[config.mk]
export PLATFORM = sky130hd
export DESIGN_NAME = _kbd_fifo
export DESIGN_NICKNAME = d
export VERILOG_FILES = /design/src/rtl/_kbd_fifo.sv
export SDC_FILE = /design/constraint.sdc
export NUM_CORES = 1
export LEC_CHECK = 0
export CAP_MARGIN = 20
export CORE_MARGIN = 4
export CORE_UTILIZATION = 55
export DETAILED_ROUTE_END_ITERATION = 8
export PLACE_DENSITY = 0.76
export SETUP_SLACK_MARGIN = 0.4
export SYNTH_ARGS = -nofsm -noshare
export SYNTH_HDL_FRONTEND = slang
export SYNTH_SLANG_ARGS = --single-unit
[constraint.sdc]
create_clock -name clk -period 4.1 [get_ports clk]
set_input_delay 0.82 -clock clk [delete_from_list [all_inputs] [get_ports clk]]
set_output_delay 0.82 -clock clk [all_outputs]
set_load 0.02 [all_outputs]
[src/rtl/_kbd_fifo.sv]
// _kbd_fifo: keyboard scan-code FIFO feeding the memory-mapped KBD register.
// Ports:
//   clk, reset_n          clock, asynchronous active-low reset
//   key_valid, key_code   upstream push strobe and signed scan code (0 = no key)
//   ack                   consumer pop strobe for the head entry
//   clr_ovf               clears the sticky overflow flag
//   out                   head entry, 0 while empty
//   empty, full, count    occupancy status from the count register
//   ovf                   sticky flag: a key was dropped while full
module _kbd_fifo #(
    parameter int WIDTH = 16,
    parameter int DEPTH = 8
) (
    input  logic                      clk,
    input  logic                      reset_n,
    input  logic                      key_valid,
    input  logic signed [WIDTH-1:0]   key_code,
    input  logic                      ack,
    input  logic                      clr_ovf,
    output logic signed [WIDTH-1:0]   out,
    output logic                      empty,
    output logic                      full,
    output logic [$clog2(DEPTH):0]    count,
    output logic                      ovf
);
    localparam int AW = $clog2(DEPTH);

    logic [WIDTH-1:0] mem_q [DEPTH];
    logic [AW-1:0]    wp_q, wp_d, rp_q, rp_d;
    logic [AW:0]      count_q, count_d;
    logic             ovf_q, ovf_d;
    logic             push, pop, wr_en, drop;

    always_comb begin
        push    = key_valid && (key_code != '0);
        pop     = ack && (count_q != '0);
        // When full, a push only lands if the head is popped on the same edge;
        // then wp == rp and the freed slot is exactly the one being written.
        wr_en   = push && ((count_q != (AW+1)'(DEPTH)) || pop);
        drop    = push && !wr_en;
        wp_d    = wr_en ? wp_q + AW'(1) : wp_q;
        rp_d    = pop ? rp_q + AW'(1) : rp_q;
        count_d = count_q + (AW+1)'(wr_en) - (AW+1)'(pop);
        // A drop in the same cycle as clr_ovf keeps the flag set.
        ovf_d   = drop ? 1'b1 : (clr_ovf ? 1'b0 : ovf_q);
    end

    always_ff @(posedge clk or negedge reset_n) begin
        if (!reset_n) begin
            wp_q    <= '0;
            rp_q    <= '0;
            count_q <= '0;
            ovf_q   <= 1'b0;
        end else begin
            wp_q    <= wp_d;
            rp_q    <= rp_d;
            count_q <= count_d;
            ovf_q   <= ovf_d;
        end
    end

    // Storage is not reset; stale contents are hidden by forcing out to 0 when empty.
    always_ff @(posedge clk) begin
        if (reset_n && wr_en)
            mem_q[wp_q] <= key_code;
    end

    always_comb begin
        empty = (count_q == '0);
        full  = (count_q == (AW+1)'(DEPTH));
        count = count_q;
        ovf   = ovf_q;
        out   = empty ? '0 : $signed(mem_q[rp_q]);
    end
endmodule

==> impl_results.md <==
* Top layer reached by signal wires: met4
* Final setup violation count at 0
* Post-Synth Adder-Cell Area at 0.0194
* Overall overflow remaining after global route at 0
* Area fraction in and, or, nand and nor cells after synthesis at 0.0358
* Start-to-end type of the worst setup path: flop to output port
* Net Sw Power at 1.52 mW
* Summed negative setup slack over all endpoints at 0 ps
* Horizontal die dimension at 108 µm
* Worst Path Required at 3280 ps
* Total nets after synthesis at 296
* Type of element capturing the critical path: output port
* Clock network fraction of design power at 0.290
* Layout Nets at 367
* Buffers added on ports at 43
* Worst Hold Path Cells at 2
* Full die area at 0.0118 mm²
* Power share of the combinational group at 0.336
* Max Clock Skew at 14.1 ps
* Wire length the detailed router placed on met1 at 4.38 mm
* Depth of the most critical reg-to-reg path at 10
* Maximum level of the CTS H-tree at 4
* Area of placed instances at 0.00624 mm²
* Post-DRT Antenna Nets at 0
* R2R setup slack at 1740 ps
* Reg-to-reg critical path startpoint: count[2]
* Post-DR vias/cell at 5.84
* Result of the run: finished clean
* Count of final max-slew check failures at 0
* Number of ports placed on the die boundary at 44
* 1st-pass router iterations at 4
* Final Hold Viols at 0
* Asr flop ratio synth at 0.0791
* Number of enable-type register cells in the synthesized netlist at 128
* Post-Syn Area at 0.00555 mm²
* Startpoint type of the worst setup path: flop
* Worst EP arrival at 2630 ps
* Post-layout minimum cycle time at 3450 ps
* Synthesis-stage register bit count at 139
* Sequential cell fraction of total power at 0.373
* Crit Reg-Reg Endpoint: count[2]
* CTS hold repair buffers at 0
* CTS clock-pin slew for the worst setup and hold paths at 60 ps
* IR Drop Worst-Case VDD at 0.417 mV
* Share of final-layout standard cells stronger than drive strength 1 at 0.259
* Post-route insts no fill at 484
* Number of antenna violations at the first check in global routing at 0
* CTS tree: yes
* Final setup slack of the worst path at 645 ps
* Met3 WL at 506 µm
* Initial Util at 0.565
* Number of antenna diodes at 0
* Count of cell types in the netlist at 34
* Number of warning messages in the yosys log at 0
* GRT Resource Usage Total at 0.204
* Compound-cell area share of the yosys netlist at 0.00676
* Vias at 2827
* Least-Margin Pin Slew at 601 ps
* Highest fanout seen on the critical path at 28
* Cell row count at 36
* Gate count of the mapped netlist at 267
* First-pass GRT wire length at 16.9 mm
* Post-route cell area at 0.00683 mm²
* GP Congestion at 0.745
* DRC Markers at 0
* Leakage at 2.35 nW
* Clock insertion delay at the later pin of the skew report at 510 ps
* Most common cell after layout, fill and taps aside: sky130_fd_sc_hd__edfxtp_1
* Register area share after synthesis at 0.742
* Max transition margin at 0.600
* Buffer depth of the longest clock path at 2
* Period Utilization, post-route at 0.843
* End of the worst hold path: ovf
* Min-delay worst type: flop to flop
* Multiplexer share of the synthesized area at 0.164
* Syn_area_per_cell at 20.8 µm²
* Maximum number of pins on one net before global-route repair at 29
* Post-DP HPWL at 6.64 mm
* Main combinational cell family by area after synthesis: multiplexers
* Tightest hold margin at 533 ps
* Total clock buffers created by CTS at 17
* Setup repair after global routing missed its margin: false
* Total routed wirelength at 10.7 mm
* Growth of design area from synthesis to finish at 22.9%
* Share of the synthesized netlist area taken by xor and xnor gates at 0.00947
* Sw Share at 0.307
* Wire per inst at 22.2 µm
* Length of routed met2 wiring at 5.65 mm
* Worst-case setup slack after placement at 642 ps
* Vertical extent of the die at 108 µm
* Maximum clock frequency at 0.289 GHz
* Hold Path Origin: ovf
* Number of global-route vias before repair at 2983
* Internal cell power at 3.42 mW
* Most frequent cells in the layout: 128 x sky130_fd_sc_hd__edfxtp_1, 43 x sky130_fd_sc_hd__clkdlybuf4s50_1, 30 x sky130_fd_sc_hd__mux4_2, 18 x sky130_fd_sc_hd__nor2_1, 18 x sky130_fd_sc_hd__buf_4
* Post-Place Cells at 451
* DRC violation total after the first TritonRoute iteration at 191
* TritonCTS Sinks at 139
* Pwr Density at 724 mW/mm²
* Core region area at 0.00982 mm²
* Primary flip-flop cell chosen by synthesis mapping: sky130_fd_sc_hd__edfxtp_1
* Count of maximum capacitance violations at 0
* Clock Tree Root: sky130_fd_sc_hd__clkbuf_8
-- metal layers --
metal | vias to the layer above | GRT usage
li1 | 1231 | -
met1 | 1499 | 0.261
met2 | 82 | 0.337
met3 | 15 | 0.0549
met4 | 0 | 0.0730
met5 | - | 0
-- worst max-delay path by stage --
| stage | startpoint | to | slack, ps | cells past startpoint |
|---|---|---|---|---|
| 3_3_place_gp | key_code[10] | mem_q[5][15] | 670 | 6 |
| 4_1_cts | rp_q[0] | out[3] | 460 | 5 |
| 3_5_place_dp | key_code[15] | mem_q[5][12] | 640 | 6 |
| 2_1_floorplan | key_code[0] | mem_q[2][0] | 650 | 4 |
| 5_1_grt | rp_q[1] | out[6] | 500 | 5 |
| 6_report | rp_q[1] | out[3] | 650 | 5 |
-- flip-flops by register name, summed over array words and instances (netlist names) --
register and flops:
mem_q 128, count 4, rp_q 3, wp_q 3, ovf 1
-- Yosys cell counts, types with 2 or more instances --
cell / number / area, µm²
sky130_fd_sc_hd__mux4_2: 30 / 676
sky130_fd_sc_hd__inv_1: 7 / 26.3
sky130_fd_sc_hd__edfxtp_1: 128 / 3840
sky130_fd_sc_hd__dfrtp_1: 11 / 275
sky130_fd_sc_hd__mux4_1: 2 / 52.6
sky130_fd_sc_hd__mux2i_1: 16 / 160
sky130_fd_sc_hd__ha_1: 7 / 87.6
sky130_fd_sc_hd__nor3_1: 4 / 20.0
sky130_fd_sc_hd__xnor2_1: 3 / 26.3
sky130_fd_sc_hd__buf_2: 5 / 25.0
sky130_fd_sc_hd__nor2_1: 18 / 67.6
sky130_fd_sc_hd__nand2_1: 3 / 11.3
sky130_fd_sc_hd__buf_12: 2 / 40.0
sky130_fd_sc_hd__nor4_1: 6 / 37.5
sky130_fd_sc_hd__clkbuf_1: 2 / 7.51
sky130_fd_sc_hd__nand3_1: 3 / 15.0
sky130_fd_sc_hd__xor2_1: 3 / 26.3
-- power by group through the flow --
stage,logic (mW),clock network [mW],registers (mW)
final,1.66,1.44,1.85
after global routing,1.79,1.54,1.86
after CTS,1.63,1.46,1.89
after detailed placement,1.62,0,1.91
after global placement,1.58,0,1.89
after floorplan,1.11,0,1.82
-- area by class of cell --
type                       count  area (µm²)
multi-input combinational    110        1340
clock inverter                13         143
clock buffer                  19         422
fill                         651        2990
timing repair buffer          63         606
sequential                   139        4120
inverter                       7        26.3
tap                          133         166
-- kinds of logic (layout without fill, tap and decap cells) --
kind of cell    count (synthesis)  after routing
flops                         139            139
mux                            50             50
simple gates                   40             40
buf+inv                        18            102
fa+ha+maj                       8              8
compound gates                  6              6
xor+xnor                        6              6
-- stage by stage --
stage	utilization	power [mW]
detailed placement	0.635	3.53
global placement	0.635	3.48
floorplan	-	2.93
global route	0.695	5.18
finish	0.695	4.94
CTS	0.693	4.97
-- critical path, stage by stage (launching register included) --
cell	delay, ps
sky130_fd_sc_hd__dfrtp_1	510
sky130_fd_sc_hd__buf_4	440
sky130_fd_sc_hd__mux4_2	370
sky130_fd_sc_hd__mux2i_1	170
sky130_fd_sc_hd__nor2_1	70
sky130_fd_sc_hd__clkdlybuf4s50_1	550
-- repair_timing --
| action | CTS | global route |
|---|---|---|
| cloned | 0 | 0 |
| buffers inserted | 0 | 1 |
| resized for setup | 1 | 0 |
| setup endpoints to repair | 9 | 4 |
| endpoints found under the hold margin | 0 | 0 |
Power figures use the tool's default switching activity.
